[config.mk]
export PLATFORM = sky130hd
export DESIGN_NAME = note_hit_judge_flat
export DESIGN_NICKNAME = d
export VERILOG_FILES = /design/src/rtl/gh_pkg.sv /design/src/rtl/note_hit_judge_if.sv /design/src/rtl/key_edge_sync.sv /design/src/rtl/note_hit_judge.sv /design/src/flat_wrapper.sv
export SDC_FILE = /design/constraint.sdc
export NUM_CORES = 1
export LEC_CHECK = 0
export BUFFER_PORTS_ARGS = -buffer_cell sky130_fd_sc_hd__buf_2
export CORE_ASPECT_RATIO = 1.5
export CORE_MARGIN = 8
export CORE_UTILIZATION = 45
export DETAILED_ROUTE_END_ITERATION = 12
export PLACE_DENSITY = 0.66
export RECOVER_POWER = 100
export SYNTH_ARGS = -nofsm -noshare
export SYNTH_HDL_FRONTEND = slang
export SYNTH_HIERARCHICAL = 1
export SYNTH_SLANG_ARGS = --single-unit
[constraint.sdc]
create_clock -name CLK -period 6.9 [get_ports CLK]
set_clock_uncertainty 0.2 [all_clocks]
set_input_delay 0.345 -clock CLK [delete_from_list [all_inputs] [get_ports CLK]]
set_output_delay 0.345 -clock CLK [all_outputs]
set_load 0.02 [all_outputs]
[src/rtl/gh_pkg.sv]
`default_nettype none
// ============================================================================
// Module   : gh_pkg
// Brief    : Shared constants, judge FSM state type and popcount helper for
//            the note track judging logic.
// Revision : 1.0 - initial release
// ============================================================================
package gh_pkg;

    localparam int LANES    = 4;
    localparam int SCORE_W  = 16;
    localparam int STREAK_W = 8;
    localparam int MULT2_AT = 8;
    localparam int MULT4_AT = 16;

    typedef enum logic [0:0] {
        IDLE = 1'b0,
        OPEN = 1'b1
    } judge_state_t;

    // Lane vectors are zero-extended to 32 bits so one helper serves any LANES.
    function automatic logic [5:0] popcount(input logic [31:0] v);
        logic [5:0] n;
        n = '0;
        for (int i = 0; i < 32; i++) begin
            n = n + 6'(v[i]);
        end
        return n;
    endfunction

endpackage
`default_nettype wire

[src/rtl/note_hit_judge_if.sv]
`default_nettype none
// ============================================================================
// Module   : note_hit_judge_if
// Brief    : Track/button inputs and score/strobe outputs of the hit judge.
// Revision : 1.0 - initial release
// ============================================================================
interface note_hit_judge_if #(
    parameter int LANES    = gh_pkg::LANES,
    parameter int SCORE_W  = gh_pkg::SCORE_W,
    parameter int STREAK_W = gh_pkg::STREAK_W
) ();

    logic                TICK;
    logic [LANES-1:0]    NOTE_IN;
    logic [LANES-1:0]    KEY_N;
    logic                ENABLE;
    logic [SCORE_W-1:0]  SCORE;
    logic [STREAK_W-1:0] STREAK;
    logic [2:0]          MULT;
    logic [LANES-1:0]    PENDING;
    logic                HIT;
    logic                MISS;

    modport master (
        output TICK, NOTE_IN, KEY_N, ENABLE,
        input  SCORE, STREAK, MULT, PENDING, HIT, MISS
    );

    modport slave (
        input  TICK, NOTE_IN, KEY_N, ENABLE,
        output SCORE, STREAK, MULT, PENDING, HIT, MISS
    );

endinterface
`default_nettype wire

[src/rtl/key_edge_sync.sv]
`default_nettype none
// ============================================================================
// Module   : key_edge_sync
// Brief    : Active-low button synchronizer with registered rising-edge
//            (press) detect; pin-to-press latency is 3 clocks.
// Revision : 1.0 - initial release
// ============================================================================
module key_edge_sync #(
    parameter int WIDTH = 4
) (
    input  logic             CLK,
    input  logic             RESET_GAME,
    input  logic [WIDTH-1:0] i_key_n,
    output logic [WIDTH-1:0] o_press
);

    logic [WIDTH-1:0] r_sync1;
    logic [WIDTH-1:0] r_sync2;
    logic [WIDTH-1:0] r_prev;
    logic [WIDTH-1:0] r_press;

    // Reset value 0 means "released" after inversion of the active-low pins.
    always_ff @(posedge CLK) begin
        if (RESET_GAME) begin
            r_sync1 <= '0;
            r_sync2 <= '0;
            r_prev  <= '0;
            r_press <= '0;
        end else begin
            r_sync1 <= ~i_key_n;
            r_sync2 <= r_sync1;
            r_prev  <= r_sync2;
            r_press <= r_sync2 & ~r_prev;
        end
    end

    assign o_press = r_press;

endmodule
`default_nettype wire

[src/rtl/note_hit_judge.sv]
`default_nettype none
// ============================================================================
// Module   : note_hit_judge
// Brief    : Judges lane presses against the strike-zone row; produces hit/miss
//            strobes, streak, multiplier and a saturating score.
// Revision : 1.0 - initial release
// ============================================================================
module note_hit_judge
    import gh_pkg::*;
#(
    parameter int LANES    = gh_pkg::LANES,
    parameter int SCORE_W  = gh_pkg::SCORE_W,
    parameter int STREAK_W = gh_pkg::STREAK_W,
    parameter int MULT2_AT = gh_pkg::MULT2_AT,
    parameter int MULT4_AT = gh_pkg::MULT4_AT
) (
    input  logic             CLK,
    input  logic             RESET_GAME,
    note_hit_judge_if.slave  bus
);

    localparam int c_pw = SCORE_W + 1;
    localparam int c_sw = STREAK_W + 1;

    function automatic logic [2:0] mult_of(input logic [STREAK_W-1:0] s);
        if (int'(s) < MULT2_AT) begin
            return 3'd1;
        end else if (int'(s) < MULT4_AT) begin
            return 3'd2;
        end
        return 3'd4;
    endfunction

    logic [LANES-1:0]    w_press;

    judge_state_t        r_state;
    judge_state_t        w_state_next;
    logic [LANES-1:0]    r_pending;
    logic [LANES-1:0]    w_pending_next;
    logic [SCORE_W-1:0]  r_score;
    logic [SCORE_W-1:0]  w_score_next;
    logic [STREAK_W-1:0] r_streak;
    logic [STREAK_W-1:0] w_streak_next;
    logic [2:0]          r_mult;
    logic [2:0]          w_mult_next;
    logic                r_hit;
    logic                w_hit_next;
    logic                r_miss;
    logic                w_miss_next;

    logic [LANES-1:0]    w_hits;
    logic [LANES-1:0]    w_wrong;
    logic [LANES-1:0]    w_remain;
    logic [5:0]          w_hit_cnt;
    logic [2:0]          w_mult_now;
    logic [c_pw-1:0]     w_product;
    logic [c_pw-1:0]     w_sum;
    logic [SCORE_W-1:0]  w_score_sat;
    logic [c_sw-1:0]     w_streak_sum;
    logic [STREAK_W-1:0] w_streak_sat;

    key_edge_sync #(
        .WIDTH      (LANES)
    ) u_keys (
        .CLK        (CLK),
        .RESET_GAME (RESET_GAME),
        .i_key_n    (bus.KEY_N),
        .o_press    (w_press)
    );

    // With nothing pending every press is wrong, regardless of stale bits.
    assign w_hits     = (r_state == OPEN) ? (w_press & r_pending) : '0;
    assign w_wrong    = w_press & ~w_hits;
    assign w_remain   = r_pending & ~w_press;
    assign w_hit_cnt  = popcount(32'(w_hits));
    assign w_mult_now = mult_of(r_streak);

    assign w_product    = c_pw'(w_hit_cnt) * c_pw'(w_mult_now);
    assign w_sum        = {1'b0, r_score} + w_product;
    assign w_score_sat  = w_sum[SCORE_W] ? '1 : w_sum[SCORE_W-1:0];
    assign w_streak_sum = {1'b0, r_streak} + c_sw'(w_hit_cnt);
    assign w_streak_sat = w_streak_sum[STREAK_W] ? '1 : w_streak_sum[STREAK_W-1:0];

    always_ff @(posedge CLK) begin
        if (RESET_GAME) begin
            r_state   <= IDLE;
            r_pending <= '0;
            r_score   <= '0;
            r_streak  <= '0;
            r_mult    <= 3'd1;
            r_hit     <= 1'b0;
            r_miss    <= 1'b0;
        end else begin
            r_state   <= w_state_next;
            r_pending <= w_pending_next;
            r_score   <= w_score_next;
            r_streak  <= w_streak_next;
            r_mult    <= w_mult_next;
            r_hit     <= w_hit_next;
            r_miss    <= w_miss_next;
        end
    end

    always_comb begin
        w_pending_next = r_pending;
        w_score_next   = r_score;
        w_streak_next  = r_streak;
        w_hit_next     = 1'b0;
        w_miss_next    = 1'b0;

        if (bus.ENABLE) begin
            if (w_press != '0) begin
                w_pending_next = w_remain;
                w_score_next   = w_score_sat;
                w_hit_next     = |w_hits;
                if (|w_wrong) begin
                    w_streak_next = '0;
                    w_miss_next   = 1'b1;
                end else begin
                    w_streak_next = w_streak_sat;
                end
            end
            // Expiry sees the window after this cycle's presses; new notes
            // are loaded last so a simultaneous press never credits them.
            if (bus.TICK) begin
                if (|w_remain) begin
                    w_streak_next = '0;
                    w_miss_next   = 1'b1;
                end
                w_pending_next = bus.NOTE_IN;
            end
        end

        w_state_next = (w_pending_next != '0) ? OPEN : IDLE;
        w_mult_next  = mult_of(w_streak_next);
    end

    assign bus.SCORE   = r_score;
    assign bus.STREAK  = r_streak;
    assign bus.MULT    = r_mult;
    assign bus.PENDING = r_pending;
    assign bus.HIT     = r_hit;
    assign bus.MISS    = r_miss;

endmodule
`default_nettype wire

[src/flat_wrapper.sv]
// flat-port wrapper written by rule: the top's interface ports become plain ports
module note_hit_judge_flat import gh_pkg::*;
#(
    parameter int LANES    = gh_pkg::LANES,
    parameter int SCORE_W  = gh_pkg::SCORE_W,
    parameter int STREAK_W = gh_pkg::STREAK_W,
    parameter int MULT2_AT = gh_pkg::MULT2_AT,
    parameter int MULT4_AT = gh_pkg::MULT4_AT
)
  (CLK, RESET_GAME, bus_TICK, bus_NOTE_IN, bus_KEY_N, bus_ENABLE, bus_SCORE, bus_STREAK, bus_MULT, bus_PENDING, bus_HIT, bus_MISS);
  note_hit_judge_if #(.LANES(LANES), .SCORE_W(SCORE_W), .STREAK_W(STREAK_W)) bus_i ();
  input  logic CLK;
  input  logic RESET_GAME;
  input wire logic [$bits(bus_i.TICK)-1:0] bus_TICK;
  input wire logic [$bits(bus_i.NOTE_IN)-1:0] bus_NOTE_IN;
  input wire logic [$bits(bus_i.KEY_N)-1:0] bus_KEY_N;
  input wire logic [$bits(bus_i.ENABLE)-1:0] bus_ENABLE;
  output wire logic [$bits(bus_i.SCORE)-1:0] bus_SCORE;
  output wire logic [$bits(bus_i.STREAK)-1:0] bus_STREAK;
  output wire logic [$bits(bus_i.MULT)-1:0] bus_MULT;
  output wire logic [$bits(bus_i.PENDING)-1:0] bus_PENDING;
  output wire logic [$bits(bus_i.HIT)-1:0] bus_HIT;
  output wire logic [$bits(bus_i.MISS)-1:0] bus_MISS;
  assign bus_i.TICK = bus_TICK;
  assign bus_i.NOTE_IN = bus_NOTE_IN;
  assign bus_i.KEY_N = bus_KEY_N;
  assign bus_i.ENABLE = bus_ENABLE;
  assign bus_SCORE = bus_i.SCORE;
  assign bus_STREAK = bus_i.STREAK;
  assign bus_MULT = bus_i.MULT;
  assign bus_PENDING = bus_i.PENDING;
  assign bus_HIT = bus_i.HIT;
  assign bus_MISS = bus_i.MISS;
  note_hit_judge #(.LANES(LANES), .SCORE_W(SCORE_W), .STREAK_W(STREAK_W), .MULT2_AT(MULT2_AT), .MULT4_AT(MULT4_AT)) u_core (.CLK(CLK), .RESET_GAME(RESET_GAME), .bus(bus_i));
endmodule
# [After elaboration in Yosys (flattened, before gate mapping)]
# Cells that the tools add are included.
[word_totals] reg_bits=50 input_bits=12 output_inout_bits=33
[classes] add_sub_neg=5 n_mul=1 order_cmp=4 n_mux=26 bitwise_logic=11 reduce_logical=9
[ops] op="$mux W8" n=6
[ops] op="$mux W3" n=6
[ops] op="$add A16 B9 Y17" n=1
[ops] op="$and A4 B4 Y4" n=4
[ops] op="$lt A8 B4 Y1 const B" n=2
[ops] op="$lt A8 B5 Y1 const B" n=2
[ops] op="$mux W16" n=1
[ops] op="$mux W4" n=4
[ops] op="$not A4 Y4" n=4
[ops] op="$add A6 B1 Y6" n=2
[ops] op="$reduce_or A4 Y1" n=3
[ops] op="$add A8 B6 Y9" n=1
[ops] op="$mul A6 B3 Y9" n=1
[ops] op="$mux W1" n=9
[ops] op="$reduce_bool A4 Y1" n=2
[ops] op="$reduce_or A3 Y1" n=2
[ops] op="$not A1 Y1" n=3
[ops] op="$add A1 B1 Y2" n=1
[ops] op="$reduce_and A2 Y1" n=1
[ops] op="$reduce_or A2 Y1" n=1

# [Longest topological paths before layout]
[depth] depth_word=17 depth_mapped=18 ltp_nobuf=18

# [Modules after synthesis]
# Netlist, hierarchy kept.
[by_module_without_submodules] module="note_hit_judge" instances=1 cells_each=260 area_each_um2=2234.6
[by_module_without_submodules] module="key_edge_sync" instances=1 cells_each=33 area_each_um2=452.9

# [Least setup slack after synthesis]
# No wires, ideal clock.
[synth_path] path_type="reg-to-reg" from="register u_core.r_pending[1] (netlist: u_core/bus.PENDING[1])" to="register u_core.r_score[14] (netlist: u_core/bus.SCORE[14])" setup_ns=0.121 arrival_time_ns=4.305 required_time_ns=6.579 setup_slack_ns=2.275 path_stages_with_launch=18 period_less_slack_ns=4.625 path_cell_list="dfxtp_1 nand3_1 inv_1 fa_1 ha_1 ha_1 nand3_1 fa_1 inv_1 fa_1 ha_1 a21o_1 a21oi_1 o21bai_1 a21o_1 clkbuf_1 nand4_1 mux2_2"
[synth_via] elab_chain_len=8
[synth_lines] item="start, declared" line="note_hit_judge.sv:38" text="logic [LANES-1:0] r_pending;"
[synth_lines] item="start signal, assigned" line="note_hit_judge.sv:95" text="r_pending <= w_pending_next;"
[synth_lines] item="$and A4 B4 Y4" line="note_hit_judge.sv:72" text="assign w_hits = (r_state == OPEN) ? (w_press & r_pending) : '0;"
[synth_lines] item="$mux W4" line="note_hit_judge.sv:72"
[synth_lines] item="$add A1 B1 Y2" line="gh_pkg.sv:26" text="n = n + 6'(v[i]);"
[synth_lines] item="$add A6 B1 Y6 (2 in series)" line="gh_pkg.sv:26"
[synth_lines] item="$mul A6 B3 Y9" line="note_hit_judge.sv:78" text="assign w_product = c_pw'(w_hit_cnt) * c_pw'(w_mult_now);"
[synth_lines] item="$add A16 B9 Y17" line="note_hit_judge.sv:79" text="assign w_sum = {1'b0, r_score} + w_product;"
[synth_lines] item="$mux W16" line="note_hit_judge.sv:80" text="assign w_score_sat = w_sum[SCORE_W] ? '1 : w_sum[SCORE_W-1:0];"
[synth_lines] item="end signal, assigned" line="note_hit_judge.sv:96" text="r_score <= w_score_next;"
[synth_lines] item="end, declared" line="note_hit_judge.sv:40" text="logic [SCORE_W-1:0] r_score;"
# No other way between the ends.
# A chain may end at the register's enable or synchronous reset.

# [Final worst setup path]
[layout_path] from="register u_core.r_state" to="register u_core.r_score[4] (netlist: u_core/bus.SCORE[4])"
[layout_via] elab_chain_len=7
[layout_lines] item="start, declared" line="note_hit_judge.sv:36" text="judge_state_t r_state;"
[layout_lines] item="start signal, assigned" line="note_hit_judge.sv:94" text="r_state <= w_state_next;"
[layout_lines] item="$mux W4 *" line="note_hit_judge.sv:72"
[layout_lines] item="$add A1 B1 Y2" line="gh_pkg.sv:26"
[layout_lines] item="$add A6 B1 Y6" line="gh_pkg.sv:26"
[layout_lines] item="$add A6 B1 Y6 *" line="gh_pkg.sv:26"
[layout_lines] item="$mul A6 B3 Y9 *" line="note_hit_judge.sv:78"
[layout_lines] item="$add A16 B9 Y17 *" line="note_hit_judge.sv:79"
[layout_lines] item="$mux W16 *" line="note_hit_judge.sv:80"
# Mark *: on every way between the ends. The rest lies on a longest branch, timed or not.

==> summary.txt <==
Outcome
  – Outcome: complete, but fails checks
  – Violated checks: max-capacitance violations, max-slew violations

Worst hold path
  – Hold EP: u_core/bus.PENDING[1]
  – Hold Crit Class: in -> reg
  – Hold path depth: 3
  – HP Start: bus_NOTE_IN[1]

Synthesis
  – Unique masters post-synth: 64
  – Count leader, synth: dfxtp_1
  – Most used DFF post-synth: dfxtp_1
  – Top area cells in the synthesized netlist: dfxtp_1 37%, ha_1 7.0%, fa_1 5.2%, a21oi_1 4.1%, inv_1 3.4%
  – Post-synthesis register bit count: 50
  – Syn Nets: 327
  – Synth area leader: dfxtp_1
  – Post-synth top area share: 37.2%
  – Sequential area share after synthesis: 37.2%
  – Syn Inst Count: 293
  – Synth warn: 6
  – Asr flop ratio synth: 0%
  – EDFF count, synth: 0
  – Synth cell count leaders: 50 x dfxtp_1, 24 x inv_1, 22 x a21oi_1, 22 x nor2_1, 15 x ha_1
  – Cell Area, Synth: 2690 um2
  – Syn_area_per_cell: 9.17 um2

Final layout
  – ANT cells: 0
  – Final net count: 372
  – Fill cells: 575
  – Area Overhead vs Synth: 12.2%
  – Layout cells sized above 1: 8.55%
  – Cell area after layout: 3020 um2

Drt
  – Drt total wl: 6030 um
  – Pre-Repair DR Iteration Count: 4
  – WL/cell: 14.7 um
  – Detailed Route Iter0 Violations: 151
  – Vias: 2280
  – DR vias/cell: 5.55
  – Post-DRT Antenna Nets: 0
  – DRC viols: 0

Timing
  – # setup viols final: 0
  – RSZ-0062 raised after global routing: false
  – Setup Total Neg Slack: 0 ns
  – Final worst path period share: 71.0%
  – Max-slew headroom: -22.5%
  – Slew @ Worst Pin: 1.84 ns
  – Pins Over Slew Limit: 45
  – Post-route minimum period: 4.90 ns
  – FMAX: 204 MHz
  – Final hold violations: 0

Global route
  – Vias in the first global route: 2213
  – Largest net degree at the start of global routing: 45
  – Initial antenna violation count: 0
  – Grt ovf: 0
  – First-pass GRT wire length: 9980 um
  – Global Route Usage Sum: 13.9%

Worst setup path
  – Reg2reg end: u_core/bus.SCORE[4]
  – Critical Path Sink Type: flip-flop
  – Reg-to-reg startpoint: u_core/r_state
  – Worst-path maximum fanout: 11
  – Reg2Reg Depth: 16
  – CP Cell Sequence: nand3_1 > inv_1 > fa_1 > ha_1 > ha_1 > nand3_1 > fa_1 > inv_1 > fa_1 > ha_1 > a21o_1 > a21oi_1 > o21bai_1 > a21o_1 > a21oi_1 > a221oi_1
  – Critical-path top delay cell: fa_1
  – Worst R2R Setup Slack: 2.00 ns
  – Worst Setup Start Kind: flip-flop
  – Kind of critical path: reg -> reg
  – CP arrival: 4.79 ns
  – CP max stage delay: 0.53 ns
  – CP required: 6.79 ns

Clocking
  – Post-CTS sizing: 0
  – CTS tree: yes
  – Clk Latency, worst-skew pair: 0.31 ns
  – Root Driver: clkbuf_8
  – Hold buffers post-CTS: 4
  – CTS Sinks: 50
  – CTS Buffer Depth: 2
  – CTS clk-pin slew, worst paths: 0.10 ns
  – Htree depth: 2
  – Setup Fix Bufs, Post-CTS: 0
  – Cts bufs inserted: 5

Placement
  – Number of port buffers: 44
  – GP Congestion: 0.866
  – Dpl cell area: 2950 um2
  – Detailed placement HPWL: 4550 um

Floorplanning
  – DIE AREA: 8750 um2
  – Row cnt: 34
  – Die width: 79.1 um
  – Initial core utilization: 46.5%
  – Core footprint: 5790 um2
  – I/O pins: 45
  – Die H: 111 um

Pwr
  – Leakage: 0.00128 uW
  – Pwr/cell area: 177 nW/um2
  – Peak VDD IR: 145 uV

Job
  – Max-Cap Viols: 1
==> registers in the layout, summed over array words and instances (netlist names) <==
| name | flops |
|---|---|
| u_core/bus.SCORE | 16 |
| u_core/bus.STREAK | 8 |
| u_core/bus.PENDING | 4 |
| u_core/u_keys/o_press | 4 |
| u_core/u_keys/r_prev | 4 |
| u_core/u_keys/r_sync1 | 4 |
| u_core/u_keys/r_sync2 | 4 |
| u_core/bus.MULT | 3 |
| u_core/bus.HIT | 1 |
| u_core/bus.MISS | 1 |
| u_core/r_state | 1 |
==> cell families after synthesis <==
kind of cell / after synthesis / share of synthesized area [%]
buffers and inverters: 34 / 5.12
AO/OA/AOI/OAI: 77 / 20.2
AND/OR/NAND/NOR: 101 / 22.2
flip-flops: 50 / 37.2
XOR/XNOR: 7 / 2.28
multiplexers: 2 / 0.791
adder cells (fa/ha/maj): 22 / 12.2
==> cell usage in the layout (no fill, tap or decap), types with 3 or more instances in the layout <==
| master | synthesis | layout |
|---|---|---|
| o21ai_0 | 10 | 10 |
| buf_2 | 2 | 10 |
| ha_1 | 15 | 15 |
| nor3b_1 | 1 | 3 |
| nor2b_1 | 9 | 9 |
| dfxtp_1 | 50 | 50 |
| inv_1 | 24 | 24 |
| fa_1 | 7 | 7 |
| dlygate4sd3_1 | 0 | 4 |
| xnor2_1 | 3 | 3 |
| a211oi_1 | 6 | 6 |
| and3_1 | 9 | 9 |
| nand2_1 | 10 | 10 |
| a41oi_1 | 3 | 4 |
| a21boi_0 | 3 | 3 |
| clkbuf_1 | 7 | 34 |
| a31oi_1 | 3 | 3 |
| nor3_1 | 7 | 8 |
| xor2_1 | 4 | 4 |
| clkbuf_8 | 0 | 5 |
| and2b_1 | 6 | 6 |
| nand3_1 | 13 | 13 |
| a21o_1 | 4 | 4 |
| a32oi_1 | 4 | 4 |
| a21oi_1 | 22 | 22 |
| and2_1 | 3 | 3 |
| nor2_1 | 22 | 22 |
==> where the power goes <==
group	leakage (uW)	internal, uW	switching, uW	total [uW]
logic	0.000825	18.6	30.0	48.6
clock network	0.0000506	76.0	109	185
registers	0.000407	296	5.27	301
==> routing by layer <==
metal	GRT usage (%)	part of all wire (%)	routed length [um]	up-vias
met2	24.8	54	3230	49
met1	14.6	39	2380	1075
li1	-	-	-	1145
met5	0	0	0	-
met3	3.65	4.7	284	11
met4	5.96	2.3	136	0
==> worst max-delay path, delay by kind of cell (launching register included) <==
family	cells	cell delay, ns
DFF	1	0.44
adders and majority gates	6	2.29
buffers and inverters	2	0.15
AOI/OAI and AO/OA	6	1.34
and+or+nand+nor	2	0.25
==> metrics by stage <==
step	std cells	total power (uW)	utilization, %	hold WS, ns	setup WS, ns
final	411	535	52.1	0.137	2.00
after global placement	399	356	51.0	0.193	2.14
after CTS	411	543	53.4	0.132	2.06
after detailed placement	399	357	51.0	0.198	2.08
after floorplan	293	342	-	0.190	2.27
after global routing	411	562	52.1	0.160	1.65
==> worst max-delay path by stage <==
stage                          start              endpoint  slack [ns]  cells past startpoint
2_1_floorplan  u_core/bus.PENDING[1]  u_core/bus.SCORE[14]        2.27                     17
3_3_place_gp          u_core/r_state   u_core/bus.SCORE[4]        2.14                     16
3_5_place_dp          u_core/r_state   u_core/bus.SCORE[3]        2.08                     16
4_1_cts               u_core/r_state   u_core/bus.SCORE[3]        2.06                     16
5_1_grt               u_core/r_state   u_core/bus.SCORE[4]        1.65                     16
6_report              u_core/r_state   u_core/bus.SCORE[4]        2.00                     16
==> cell type report <==
type,count,area [um2],share of cell area (%)
multi-input cells,209,1520,50.4
flip-flops and latches,50,1000,33.2
inverters,24,90.1,2.99
clock buffers,5,68.8,2.28
repair buffers,48,218,7.22
clock inverters,3,28.8,0.954
well taps,72,90.1,2.99
Note: power is estimated with default switching activity, not from simulation.
